### config.mk
export PLATFORM = sky130hd
export DESIGN_NAME = sdram_init_monitor
export DESIGN_NICKNAME = d
export VERILOG_FILES = /design/src/rtl/sdram_init_monitor.sv
export SDC_FILE = /design/constraint.sdc
export NUM_CORES = 1
export LEC_CHECK = 0
export BUFFER_PORTS_ARGS = -buffer_cell sky130_fd_sc_hd__clkbuf_2
export CAP_MARGIN = 30
export CORE_UTILIZATION = 53
export DETAILED_ROUTE_END_ITERATION = 16
export GPL_ROUTABILITY_DRIVEN = 0
export MAX_ROUTING_LAYER = met4
export PLACE_DENSITY = 0.74
export SYNTH_ARGS = -nofsm -noshare
export SYNTH_HDL_FRONTEND = slang
export SYNTH_SLANG_ARGS = --single-unit
### constraint.sdc
create_clock -name sdram_clk -period 2.2 [get_ports sdram_clk]
set_input_delay 0.11 -clock sdram_clk [delete_from_list [all_inputs] [get_ports sdram_clk]]
set_output_delay 0.11 -clock sdram_clk [all_outputs]
set_load 0.01 [all_outputs]
### src/rtl/sdram_init_monitor.sv
// Passive checker for the SDRAM power-up initialisation sequence.
// It reports pass, or the first violation code, from the command pins and the init-done flag.
module sdram_init_monitor #(
  parameter int CNT_W       = 16,
  parameter int P_PWRUP_CYC = 500,
  parameter int P_TRP       = 2,
  parameter int P_TRFC      = 7,
  parameter int P_NUM_AREF  = 2,
  parameter int P_TMRD      = 2,
  parameter int P_DONE_MAX  = 16,
  parameter int P_TIMEOUT   = 1024
) (
  input  logic       sdram_clk,
  input  logic       sdram_resetn,
  input  logic       chk_clr,
  input  logic       sdr_cke,
  input  logic       sdr_cs_n,
  input  logic       sdr_ras_n,
  input  logic       sdr_cas_n,
  input  logic       sdr_we_n,
  input  logic       sdr_init_done,
  output logic       chk_busy,
  output logic       chk_pass,
  output logic       chk_fail,
  output logic [3:0] chk_err_code,
  output logic [7:0] chk_aref_cnt,
  output logic [2:0] chk_state
);

  typedef enum logic [2:0] {
    S_WAIT_PWRUP = 3'd0,
    S_TRP        = 3'd1,
    S_AREF       = 3'd2,
    S_TMRD       = 3'd3,
    S_PASS       = 3'd4,
    S_FAIL       = 3'd5
  } state_t;

  typedef enum logic [2:0] {C_NOP, C_PRE, C_AREF, C_LMR, C_ILL} cmd_t;

  localparam logic [CNT_W-1:0] PWRUP    = CNT_W'(P_PWRUP_CYC);
  localparam logic [CNT_W-1:0] TRP      = CNT_W'(P_TRP);
  localparam logic [CNT_W-1:0] TRFC     = CNT_W'(P_TRFC);
  localparam logic [CNT_W-1:0] TMRD     = CNT_W'(P_TMRD);
  localparam logic [CNT_W-1:0] DONE_MAX = CNT_W'(P_DONE_MAX);
  localparam logic [CNT_W-1:0] TIMEOUT  = CNT_W'(P_TIMEOUT);
  localparam logic [CNT_W-1:0] CNT_MAX  = '1;
  localparam logic [7:0]       NUM_AREF = 8'(P_NUM_AREF);

  state_t           state, nxt_state;
  cmd_t             cmd;
  logic [CNT_W-1:0] cnt;
  logic [7:0]       aref_cnt;
  logic [3:0]       err_code, err_nxt;
  logic             busy_q, aref_load, aref_inc;
  logic             e1, e2, e3, e5, e6, e7, e8, e9, e10;

  // NOTE: every combinational output gets a default first, so no path can infer a latch.
  always_comb begin
    cmd = C_ILL;
    if (sdr_cs_n || ({sdr_ras_n, sdr_cas_n, sdr_we_n} == 3'b111)) cmd = C_NOP;
    else begin
      case ({sdr_ras_n, sdr_cas_n, sdr_we_n})
        3'b010:  cmd = C_PRE;
        3'b001:  cmd = C_AREF;
        3'b000:  cmd = C_LMR;
        default: cmd = C_ILL;
      endcase
    end
  end

  always_comb begin
    e1  = (state == S_WAIT_PWRUP) && (cmd == C_PRE) && (cnt < PWRUP);
    e2  = (state == S_TRP) && (cmd == C_AREF) && (cnt < TRP);
    e3  = (state == S_AREF) && ((cmd == C_AREF) || (cmd == C_LMR)) && (cnt < TRFC);
    e5  = ((state == S_WAIT_PWRUP) && (cmd != C_NOP) && (cmd != C_PRE))
       || ((state == S_TRP) && (cmd != C_NOP) && (cmd != C_AREF))
       || ((state == S_AREF) && ((cmd == C_PRE) || (cmd == C_ILL)))
       || ((state == S_TMRD) && (cmd != C_NOP));
    e6  = (state == S_AREF) && (cmd == C_LMR) && (aref_cnt < NUM_AREF);
    e7  = (sdr_init_done && ((state == S_WAIT_PWRUP) || (state == S_TRP) || (state == S_AREF)))
       || ((state == S_TMRD) && sdr_init_done && (cnt < TMRD));
    // A late init-done is reported the same way as a missing one.
    e8  = (state == S_TMRD) && (cnt > DONE_MAX);
    e9  = ((state == S_TRP) || (state == S_AREF) || (state == S_TMRD)) && !sdr_cke;
    e10 = ((state == S_TRP) || (state == S_AREF)) && (cnt > TIMEOUT);

    err_nxt = 4'd0;
    if      (e1)  err_nxt = 4'd1;
    else if (e2)  err_nxt = 4'd2;
    else if (e3)  err_nxt = 4'd3;
    else if (e5)  err_nxt = 4'd5;
    else if (e6)  err_nxt = 4'd6;
    else if (e7)  err_nxt = 4'd7;
    else if (e8)  err_nxt = 4'd8;
    else if (e9)  err_nxt = 4'd9;
    else if (e10) err_nxt = 4'd10;
  end

  always_comb begin
    nxt_state = state;
    aref_load = 1'b0;
    aref_inc  = 1'b0;
    if (chk_clr) begin
      nxt_state = S_WAIT_PWRUP;
    end else if (err_nxt != 4'd0) begin
      nxt_state = S_FAIL;
    end else begin
      case (state)
        S_WAIT_PWRUP: if (cmd == C_PRE) nxt_state = S_TRP;
        S_TRP: if (cmd == C_AREF) begin
          nxt_state = S_AREF;
          aref_load = 1'b1;
        end
        S_AREF: begin
          if (cmd == C_AREF) aref_inc  = 1'b1;
          if (cmd == C_LMR)  nxt_state = S_TMRD;
        end
        S_TMRD: if (sdr_init_done) nxt_state = S_PASS;
        default: nxt_state = state;
      endcase
    end
  end

  // NOTE: sequential state is updated only with non-blocking assignments, so every register sees pre-edge values.
  always_ff @(posedge sdram_clk or negedge sdram_resetn) begin
    if (!sdram_resetn) state <= S_WAIT_PWRUP;
    else               state <= nxt_state;
  end

  always_ff @(posedge sdram_clk or negedge sdram_resetn) begin
    if (!sdram_resetn) begin
      cnt      <= '0;
      aref_cnt <= '0;
      err_code <= '0;
      busy_q   <= 1'b0;
    end else if (chk_clr) begin
      cnt      <= '0;
      aref_cnt <= '0;
      err_code <= '0;
      busy_q   <= 1'b1;
    end else begin
      if (cmd != C_NOP)       cnt <= CNT_W'(1);
      else if (cnt < CNT_MAX) cnt <= cnt + 1'b1;
      if (aref_load)                          aref_cnt <= 8'd1;
      else if (aref_inc && aref_cnt != 8'hFF) aref_cnt <= aref_cnt + 8'd1;
      if (err_nxt != 4'd0) err_code <= err_nxt;
      busy_q <= (nxt_state != S_PASS) && (nxt_state != S_FAIL);
    end
  end

  always_comb begin
    chk_busy     = busy_q;
    chk_pass     = (state == S_PASS);
    chk_fail     = (state == S_FAIL);
    chk_err_code = err_code;
    chk_aref_cnt = aref_cnt;
    chk_state    = state;
  end

endmodule
Yosys cells after proc, flatten, opt, wreduce, memory -nomap -nowiden --
Cells that the tools add are included.
Operators by class: shifts and indexed selects 0, multiply operators 0, mux-type cells 34, $lt $le $gt $ge 7, bitwise operators 0, add/subtract/negate cells 2, equality and inequality tests 17, divide/modulo/power cells 0, reduce and logical (&&, ||, !) cells 41
Operators with widths (number):
- 16-bit 2-to-1 mux | 3
- 4-bit 2-to-1 mux | 11
- 8-bit 2-to-1 mux | 3
- 1-bit logical AND | 22
- 3-bit 2-to-1 mux | 7
- 16-bit by 1-bit adder with 16-bit output, second input constant | 1
- 16-bit by 11-bit > comparator with 1-bit output, second input constant | 1
- 16-bit by 5-bit > comparator with 1-bit output, second input constant | 1
- 16-bit < comparator, second input constant | 1
- 16-bit by 2-bit < comparator with 1-bit output, second input constant | 1
- 16-bit by 3-bit < comparator with 1-bit output, second input constant | 1
- 16-bit by 9-bit < comparator with 1-bit output, second input constant | 1
- 3-bit by 2-bit equality test with 1-bit output, second input constant | 5
- 3-bit equality test, second input constant | 4
- 3-bit one-hot mux with 4 select lines | 1
- 1-bit logical OR | 11
- 3-bit by 1-bit equality test with 1-bit output, second input constant | 3
- 3-bit one-hot mux with 3 select lines | 1
- 3-bit nonzero test | 3
- 8-bit by 1-bit adder with 8-bit output, second input constant | 1
- 8-bit by 2-bit < comparator with 1-bit output, second input constant | 1
- 1-bit 2-to-1 mux | 8
- 8-bit != test, second input constant | 1
- 3-bit zero test | 2
- other kinds (6) | 7
Word-level totals: input port bits 9, bits in latches 0, register bits after elaboration 32, memories kept 0, word-level logic and storage cells 106, output and inout port bits 18, bits in read-only memories 0, memory bits (writable) 0

Longest topological paths before layout --
Gate-level depths: netlist of the first run.
word-level depth 20, mapped depth 9, mapped depth without buffers 9

Least setup slack after synthesis of the first run --
Ideal clock, no wire load.
path type reg-to-reg, start point register cnt[0], end point register aref_cnt[7], in the netlist chk_aref_cnt[7], setup time 0.078 ns, path buffers 0, arrival time 2.263 ns, stages on the path, launching flop included 10, slack -0.141 ns, required time 2.122 ns, clock period less this slack 2.341 ns, cell sequence dfrtp_1 inv_1 ha_1 nor3b_1 a41o_1 a31oi_2 nor4b_4 o211ai_4 or4_1 a21oi_1
Between the ends: longest elaborated chain between the ends 16, elaborated cells on any way between the ends 30, classes of those cells order compare: 5; mux: 15; reduce/logical: 10
Ends and longest elaborated chain:
- from (decl) | RTL line 52 | logic [CNT_W-1:0] cnt;
- from (signal assigned) | RTL line 144 | else if (cnt < CNT_MAX) cnt <= cnt + 1'b1;
- 16-bit by 11-bit > comparator with 1-bit output | RTL line 86 | e10 = ((state == S_TRP) || (state == S_AREF)) && (cnt > TIMEOUT);
- 1-bit logical AND | RTL line 86
- 4-bit 2-to-1 mux | RTL line 97 | else if (e10) err_nxt = 4'd10;
- 4-bit 2-to-1 mux | RTL line 96 | else if (e9) err_nxt = 4'd9;
- 4-bit 2-to-1 mux | RTL line 95 | else if (e8) err_nxt = 4'd8;
- 4-bit 2-to-1 mux | RTL line 94 | else if (e7) err_nxt = 4'd7;
- 4-bit 2-to-1 mux | RTL line 93 | else if (e6) err_nxt = 4'd6;
- 4-bit 2-to-1 mux | RTL line 92 | else if (e5) err_nxt = 4'd5;
- 4-bit 2-to-1 mux | RTL line 91 | else if (e3) err_nxt = 4'd3;
- 4-bit 2-to-1 mux | RTL line 90 | else if (e2) err_nxt = 4'd2;
- 4-bit 2-to-1 mux (*) | RTL line 89 | if (e1) err_nxt = 4'd1;
- 4-bit nonzero test (*) | RTL line 106 | end else if (err_nxt != 4'd0) begin
- 1-bit 2-to-1 mux | RTL line 106
- 1-bit 2-to-1 mux | RTL line 104 | if (chk_clr) begin
- 8-bit 2-to-1 mux or 1-bit logical AND (tied branches) | RTL line 145, 146
- 8-bit 2-to-1 mux or 3-bit nonzero test (tied branches)
- to (signal assigned) | RTL line 146 | else if (aref_inc && aref_cnt != 8'hFF) aref_cnt <= aref_cnt + 8'd1;
- to (decl) | RTL line 53 | logic [7:0] aref_cnt;
Mark *: on every way between the ends. The rest lies on a longest branch, timed or not. A chain may end at the register's enable or synchronous reset.

Worst setup path after layout of the first run --
start point register cnt[1], end point register aref_cnt[7], in the netlist chk_aref_cnt[7]
Same word-level chain as after synthesis.

==> reports/results.ini, run 1 <==
[status]
status=complete, but fails checks
violations=setup timing

[timing]
slew_violations=0
hold_viol=0
max_slew_margin_pct=44.1
tightest_slew_ns=0.838
setup_viol=13
period_minus_slack_ns=2.41
worst_slack_ns=-0.213
fin_skew_ns=0.00311
worst_hold_slack_ns=0.190
fmax_ghz=0.414
post-route-period-util_pct=110
rsz0062_at_grt=true

[routing]
vias_per_cell=6.16
vias=2472
drt_iter0_drc=269
drc=0
ant_nets=0
drt_wl_total_um=6840
wire_per_inst_um=17.0
dr.pass1.iters=5

[critical_path]
crit_slowest_cell=or4_1
worstSetupEndpointType=flop
required_ns=2.41
worstPathArrival_ns=2.62
critPathMaxFanout=3
crit_type=reg2reg
cp_top_family=simple AND/OR/NAND/NOR gates
start_kind=flop
slowest_delay_ns=0.50
path_cells=inv_2 -> ha_4 -> nor3b_4 -> o32ai_2 -> nor3_2 -> nor4b_4 -> o211ai_4 -> or4_1 -> a21oi_1
worst-path-buf-inv=1

[global_routing]
antenna_found_initial=0
grt_start_max_net_pins=33
grt_pass1_vias=2202
grt_overflow=0
track_usage_pct=31.1
grt_pass1_wl_um=10200

[clock_network]
clk_pin_slew_ns=0.07
htree_levels=2
cts_tree=yes
clock_path_buffers=2
cts_root_buf=clkbuf_8
clk_latency_ns=0.29
cts_num_sinks=32
cts_made_buffers=5

[yosys]
avgSynthCellArea_sq_um=8.67
synth_edf_count=0
synthFlopType=dfrtp_1
ys_seq_elements=32
synth_cell_types=56
synthCells=264
syn-num-nets=276
ys_async_sr_fraction_pct=100
netlist_area_sq_um=2290
yosysWarnings=0
ys_seq_area_share_pct=35.0

[power_and_ir_drop]
p_int_mw=0.972
seq_power_share_pct=44.4
switching_share_pct=29.7
irDropWorstVdd_mv=0.365
power_switching_mw=0.411
power_mw=1.38
leakagePower_nw=1.39
combPwrFrac_pct=20.5
power_density_nw_per_um2=432
p_clk_share_pct=35.1

[placed_design]
dpl.hpwl_um=4560
placedCellCount=385
portBuffers=26

[floorplan]
design.die.area_sq_um=4580
core-area_sq_um=4090
die_height_um=67.7
ioPinCount=27
fp.dieW_um=67.7
start_util_pct=56.0
fp-row-count=23

[cells_and_area]
finalNetCount=362
fin_cells=401
diodes=0
area_growth_pct=40.0
drive_gt1_share_pct=41.0

[min_path]
min_path_type=in2reg

[job]
cap_violations=0

-- worst reg2reg max path: stages, from the launching register on --
cell	delay, ns
dfrtp_1	0.39
inv_2	0.07
ha_4	0.13
nor3b_4	0.22
o32ai_2	0.16
nor3_2	0.23
nor4b_4	0.32
o211ai_4	0.13
or4_1	0.50
a21oi_1	0.18
-- synthesized netlist by cell type, types with 3 or more instances --
library cell,instances,share of area (%)
o21ai_0,12,2.6
inv_1,11,1.8
nor3_1,9,2.0
nor3_2,3,1.3
a21oi_1,14,3.1
nor2_1,38,6.2
ha_1,3,1.6
buf_2,4,0.87
and3_1,4,1.1
dfrtp_1,32,35
nand3_1,15,3.3
nor2b_1,6,1.6
nand2_1,19,3.1
a31o_2,3,1.1
nor3b_1,4,1.3
nand2b_1,3,0.82
a31oi_1,5,1.4
xnor2_1,8,3.1
a211oi_1,3,0.98
xor2_1,5,1.9
nand4_1,11,3.0
clkbuf_1,4,0.66
o31ai_1,6,2.0
-- final timing paths --
path / depth (start not counted) / end / slack (ns) / start
hold reg to reg: 1 / chk_err_code[0] / 0.53 / chk_err_code[0]
max in group asynchronous: 2 / chk_state[2] / 1.16 / sdram_resetn
min in group asynchronous: 2 / cnt[3] / 0.45 / sdram_resetn
hold / removal: 3 / chk_state[2] / 0.19 / sdr_init_done
setup reg to reg: 9 / chk_aref_cnt[7] / -0.21 / cnt[1]
setup / recovery: 9 / chk_aref_cnt[7] / -0.21 / cnt[1]
-- power by group through the flow --
stage | logic [mW] | registers (mW) | clock network [mW]
3_3_place_gp | 0.238 | 0.623 | 0
3_5_place_dp | 0.242 | 0.624 | 0
5_1_grt | 0.305 | 0.616 | 0.508
6_report | 0.284 | 0.615 | 0.485
4_1_cts | 0.260 | 0.613 | 0.482
2_1_floorplan | 0.127 | 0.626 | 0
-- flip-flops by register name, indices dropped and copies added (netlist names) --
name,cells
chk_busy,1
chk_aref_cnt,8
chk_err_code,4
chk_state,3
cnt,16
-- per-stage QoR --
stage	instance area (sq um)	setup slack, ns	TNS [ns]	util [%]
after floorplan	2300	-0.0828	-0.167	-
after global placement	2860	-0.0777	-0.0994	70.0
after detailed placement	2860	-0.195	-1.45	70.0
after CTS	3080	-0.0985	-0.254	75.5
after global routing	3200	-0.241	-2.61	78.4
final	3200	-0.213	-0.840	78.4
-- layout make-up --
type	instances	area (sq um)
Inverter	12	45.0
Tap cell	50	62.6
Timing Repair Buffer	91	639
Fill cell	254	883
Clock buffer	6	82.6
Multi-Input combinational cell	208	1560
Clock inverter	2	10.0
Sequential cell	32	805
-- metal layers --
metal	part of all wire, %	track usage (%)	vias up	wire length, um
li1	-	-	1146	-
met4	2.6	12.0	0	176
met2	45	45.4	135	3090
met5	0	-	-	0
met3	7.0	6.08	23	479
met1	45	42.0	1168	3090
-- timing repair --
action / in CTS / in global routing
setup endpoints to repair: 17 / 24
gates resized for setup: 21 / 22
hold endpoints to repair: 32 / 0
buffers inserted: 3 / 4
pin swaps: 15 / 14
hold buffers: 1 / 0
-- placed cells by master (no fill, tap or decap), types with 3 or more instances in the layout --
master and n:
inv_1 9, buf_4 59, nor3_4 3, xor2_1 5, nor4_4 3, buf_6 5
nand2_1 17, nand4_1 11, a31o_2 3, dfrtp_1 29, nor3_2 3, xnor2_1 8
a31oi_1 5, nand3_1 14, o31ai_2 5, and3_1 4, clkbuf_8 6, clkbuf_2 26
o211ai_4 3, nor2b_1 6, o21ai_0 8, nor2_1 37, o21ai_1 3, dfrtp_2 3
nor3_1 8, a21oi_1 13
-- cells by family (layout without fill, tap and decap cells) --
kind of cell               count (synthesis)  in the layout  share of synthesized area [%]
and+or+nand+nor                          128            128                           32.5
AOI/OAI and AO/OA                         63             63                           20.7
DFF                                       32             32                           35.0
buffers and inverters                     24            111                           4.76
xor gates and xnor gates                  13             13                           4.98
adders and majority gates                  3              3                           1.64
muxes                                      1              1                          0.437
Note: power is estimated with default switching activity, not from simulation.
==> inputs of run 2 (changes only) <==
--- a/config.mk
+++ b/config.mk
@@ -14,2 +14,3 @@
 export PLACE_DENSITY = 0.74
+export SLEW_MARGIN = 20
 export SYNTH_ARGS = -nofsm -noshare
--- a/constraint.sdc
+++ b/constraint.sdc
@@ -3,2 +3,2 @@
 set_output_delay 0.11 -clock sdram_clk [all_outputs]
-set_load 0.01 [all_outputs]
+set_load 0.1 [all_outputs]
==> reports/results.ini, run 2 (synthesis gave the netlist of run 1 again) <==
[status]
status=complete, but fails checks
violations=setup timing

[timing]
tightest_slew_ns=0.865
fin_skew_ns=0.00699
rsz0062_at_grt=true
worst_slack_ns=-0.219
hold_viol=0
max_slew_margin_pct=42.3
period_minus_slack_ns=2.42
slew_violations=0
post-route-period-util_pct=110
setup_viol=23
fmax_ghz=0.413

[critical_path]
critPathMaxFanout=8
required_ns=2.34
r2r-end=chk_aref_cnt[5]
crit_type=reg2reg
worstSetupEndpointType=flop
rrSetupSlack_ns=-0.22
rr_startpoint=cnt[0]
r2r_cells=10
critPathLaunch=cnt[0]
start_kind=flop
worstPathArrival_ns=2.56

[floorplan]
design.die.area_sq_um=4580
ioPinCount=27
die_height_um=67.7
start_util_pct=56.0
fp.dieW_um=67.7
core-area_sq_um=4090
fp-row-count=23

[power_and_ir_drop]
irDropWorstVdd_mv=0.327
power_density_nw_per_um2=452
power_mw=1.46
leakagePower_nw=1.37

[cells_and_area]
finalNetCount=362
top_register=cnt
final_common_cell=buf_4
largest_register_ffs=16
drive_gt1_share_pct=45.0
area_growth_pct=41.1
utilization_pct=79.0
fillers=266
diodes=0
fin_area_sq_um=3230
mostFrequentLayoutCells=buf_4 (60), nor2_1 (32), clkbuf_2 (26)

[routing]
ant_nets=0
vias=2555
vias_per_cell=6.37
dr.pass1.iters=5
drt_iter0_drc=217
wire_per_inst_um=18.8
drc=0
drt_wl_total_um=7530

[clock_network]
cts_made_buffers=5
cts_tree=yes
clk_pin_slew_ns=0.07
cts_num_sinks=32
clk_latency_ns=0.29
cts_root_buf=clkbuf_8
clock_path_buffers=2
htree_levels=2

[placed_design]
post-place-ws_ns=-0.231
placed_area_sq_um=2860
portBuffers=26
dpl.hpwl_um=4450

[min_path]
hold_end=chk_state[2]
min_path_type=in2reg
min_path_cells=3
hp-start=sdr_init_done

[global_routing]
grt_overflow=0
antenna_found_initial=0
grt_pass1_wl_um=10800
grt_pass1_vias=2253
track_usage_pct=33.6
grt_start_max_net_pins=33

[job]
cap_violations=0

[run 2: routing by layer]
metal | vias up | wire (um) | share of wire (%) | global-route usage, %
met5 | - | 0 | 0 | -
li1 | 1148 | - | - | -
met2 | 136 | 3540 | 47 | 48.8
met4 | 0 | 204 | 2.7 | 14.9
met1 | 1246 | 3170 | 42 | 45.8
met3 | 25 | 616 | 8.2 | 5.07
[run 2: worst max-delay path by stage]
stage | to | slack (ns) | cells after the start
after global placement | chk_aref_cnt[7] | -0.19 | 9
after global routing | chk_aref_cnt[5] | -0.32 | 10
after detailed placement | chk_aref_cnt[7] | -0.23 | 9
after floorplan | chk_aref_cnt[7] | -0.27 | 8
final | chk_aref_cnt[5] | -0.22 | 10
after CTS | chk_aref_cnt[7] | -0.04 | 7
[run 2: critical path, cell delays in order (launching register included)]
cell      delay [ns]
dfrtp_1         0.39
inv_2           0.09
ha_4            0.13
nor3b_4         0.22
a41o_1          0.27
a31oi_4         0.14
nor4b_4         0.39
o211ai_4        0.14
buf_6           0.16
o211ai_1        0.20
o31ai_1         0.13
[run 2: what timing repair did]
action                                  in CTS  in global routing
resized for setup                           20                 23
hold endpoints to repair                    32                  0
endpoints found under the setup margin      18                 27
buffers inserted                             5                  6
pin swaps                                   16                 13
hold buffers                                 1                  0
[run 2: per-stage QoR]
step	hold WS, ns	setup TNS [ns]	std cells
5_1_grt	0.174	-5.56	401
2_1_floorplan	-0.186	-0.505	264
3_5_place_dp	0.250	-1.75	381
6_report	0.142	-2.64	401
4_1_cts	0.143	-0.107	395
3_3_place_gp	0.236	-1.13	381
[run 2: power breakdown]
| group | total [mW] | switching, mW | internal, mW |
|---|---|---|---|
| registers | 0.618 | 0.0146 | 0.603 |
| logic | 0.372 | 0.254 | 0.117 |
| clock network | 0.470 | 0.215 | 0.255 |
[run 2: final cells by class]
type,count,area (sq um),area share (%)
clock buffers,8,90.1,2.79
inverters,12,45.0,1.40
multi-input cells,208,1570,48.7
flip-flops and latches,32,822,25.5
well taps,50,62.6,1.94
repair buffers,91,636,19.7
==> inputs of run 3 (changes only) <==
GPL_ROUTABILITY_DRIVEN = 1   (was 0)
PLACE_DENSITY = unset   (was 0.74)
PLACE_DENSITY_LB_ADDON = 0.2   (was unset)
SKIP_CTS_REPAIR_TIMING = 1   (was unset)
==> reports/results.ini, run 3 (synthesis gave the netlist of run 1 again) <==
[critical_path]
crit_end=chk_aref_cnt[7]
start_kind=flop
path_cells=inv_1 -> ha_1 -> nor3b_4 -> a41o_1 -> a31oi_4 -> nor4b_4 -> o211ai_4 -> buf_4 -> o31ai_2 -> a21oi_2
required_ns=2.36
r2r_cells=10
crit_slowest_cell=dfrtp_1
rrSetupSlack_ns=-0.15
slowest_delay_ns=0.39
r2r-end=chk_aref_cnt[7]
crit_type=reg2reg
critPathLaunch=cnt[0]
worstSetupEndpointType=flop
rr_startpoint=cnt[0]
worstPathArrival_ns=2.51
critPathMaxFanout=8

[clock_network]
clk_latency_ns=0.28
clock_path_buffers=2
htree_levels=2
cts_num_sinks=32
cts_root_buf=clkbuf_8
cts_made_buffers=5
cts_tree=yes
clk_pin_slew_ns=0.07

[cells_and_area]
fin_cells=394
utilization_pct=77.7
diodes=0
mostFrequentLayoutCells=buf_4 (52), nor2_1 (32), clkbuf_2 (27)
drive_gt1_share_pct=43.6
fillers=262
area_growth_pct=38.8
largest_register_ffs=16
finalNetCount=355
top_register=cnt
final_common_cell=buf_4

[timing]
max_slew_margin_pct=44.5
worst_slack_ns=-0.154
setup_tns_ns=-0.706
fin_skew_ns=0.00478
hold_viol=0
tightest_slew_ns=0.832
rsz0062_at_grt=true
post-route-period-util_pct=107
slew_violations=0
setup_viol=12
fmax_ghz=0.425
period_minus_slack_ns=2.35

[placed_design]
routabilityCongestion=0.899
portBuffers=26
placedCellCount=377
dpl.hpwl_um=4590

[global_routing]
antenna_found_initial=0
grt_start_max_net_pins=33
grt_pass1_vias=2130
met2_usage_pct=43.6
grt_pass1_wl_um=10100
track_usage_pct=30.9
gr-usage-met3_pct=6.42
top_usage_layer=met2
use_met1_pct=43.4
grt_overflow=0

[power_and_ir_drop]
p_int_mw=0.968
irDropWorstVdd_mv=0.407
power_switching_mw=0.486
seq_power_share_pct=42.4
combPwrFrac_pct=24.8
switching_share_pct=33.4
power_density_nw_per_um2=458
leakagePower_nw=1.37
p_clk_share_pct=32.8

[floorplan]
fp-row-count=23
die_height_um=67.7
design.die.area_sq_um=4580
fp.dieW_um=67.7
core-area_sq_um=4090
ioPinCount=27
start_util_pct=56.0

[routing]
vias_per_cell=6.16
vias=2426
drc=0
drt_wl_total_um=6900
wire_per_inst_um=17.5
drt_iter0_drc=225
ant_nets=0
dr.pass1.iters=4

[status]
violations=setup timing
status=complete, but fails checks

[job]
cap_violations=0

[min_path]
min_path_type=in2reg

==> run 3: cell type report <==
class / count / area [sq um] / area share (%)
clock buffers: 8 / 90.1 / 2.84
inverters: 12 / 45.0 / 1.42
multi-input cells: 208 / 1570 / 49.3
flip-flops and latches: 32 / 823 / 25.9
well taps: 50 / 62.6 / 1.97
repair buffers: 84 / 589 / 18.6
==> run 3: power groups by stage <==
stage          sequential, mW  clock (mW)  combinational (mW)
6_report                0.616       0.477               0.361
3_3_place_gp            0.625           0               0.323
2_1_floorplan           0.698           0               0.152
5_1_grt                 0.618       0.509               0.380
3_5_place_dp            0.626           0               0.329
4_1_cts                 0.615       0.479               0.330
==> run 3: worst min path at each step <==
stage / start / depth (start not counted) / end / slack [ns]
5_1_grt: sdr_init_done / 3 / chk_state[2] / 0.16
2_1_floorplan: sdram_resetn / 0 / chk_aref_cnt[0] / -0.19
3_3_place_gp: sdram_resetn / 1 / cnt[7] / 0.24
6_report: sdr_init_done / 3 / chk_state[2] / 0.18
4_1_cts: sdram_resetn / 1 / cnt[7] / -0.06
3_5_place_dp: sdram_resetn / 1 / cnt[5] / 0.25
==> run 3: worst max-delay path: cells and delay by family (launching register included) <==
kind / cells / cell delay (ns)
AO/OA/AOI/OAI: 5 / 0.86
buffers and inverters: 2 / 0.28
AND/OR/NAND/NOR: 2 / 0.54
adder cells (fa/ha/maj): 1 / 0.15
flip-flops: 1 / 0.39
==> run 3: stage by stage <==
step                      hold slack (ns)  power, mW  cell area, sq um  setup slack (ns)
after floorplan                    -0.186      0.850              2340            -0.266
after global placement              0.237      0.949              2840            -0.204
after detailed placement            0.249      0.955              2840            -0.328
after CTS                         -0.0586       1.42              2930            -0.386
after global routing                0.164       1.51              3180            -0.298
final                               0.178       1.45              3180            -0.154
==> run 3: routing by layer <==
| layer | part of all wire (%) | vias to the layer above |
|---|---|---|
| met1 | 45 | 1179 |
| met4 | 2.4 | 0 |
| met3 | 5.8 | 19 |
| met2 | 46 | 99 |
| met5 | 0 | - |
| li1 | - | 1129 |
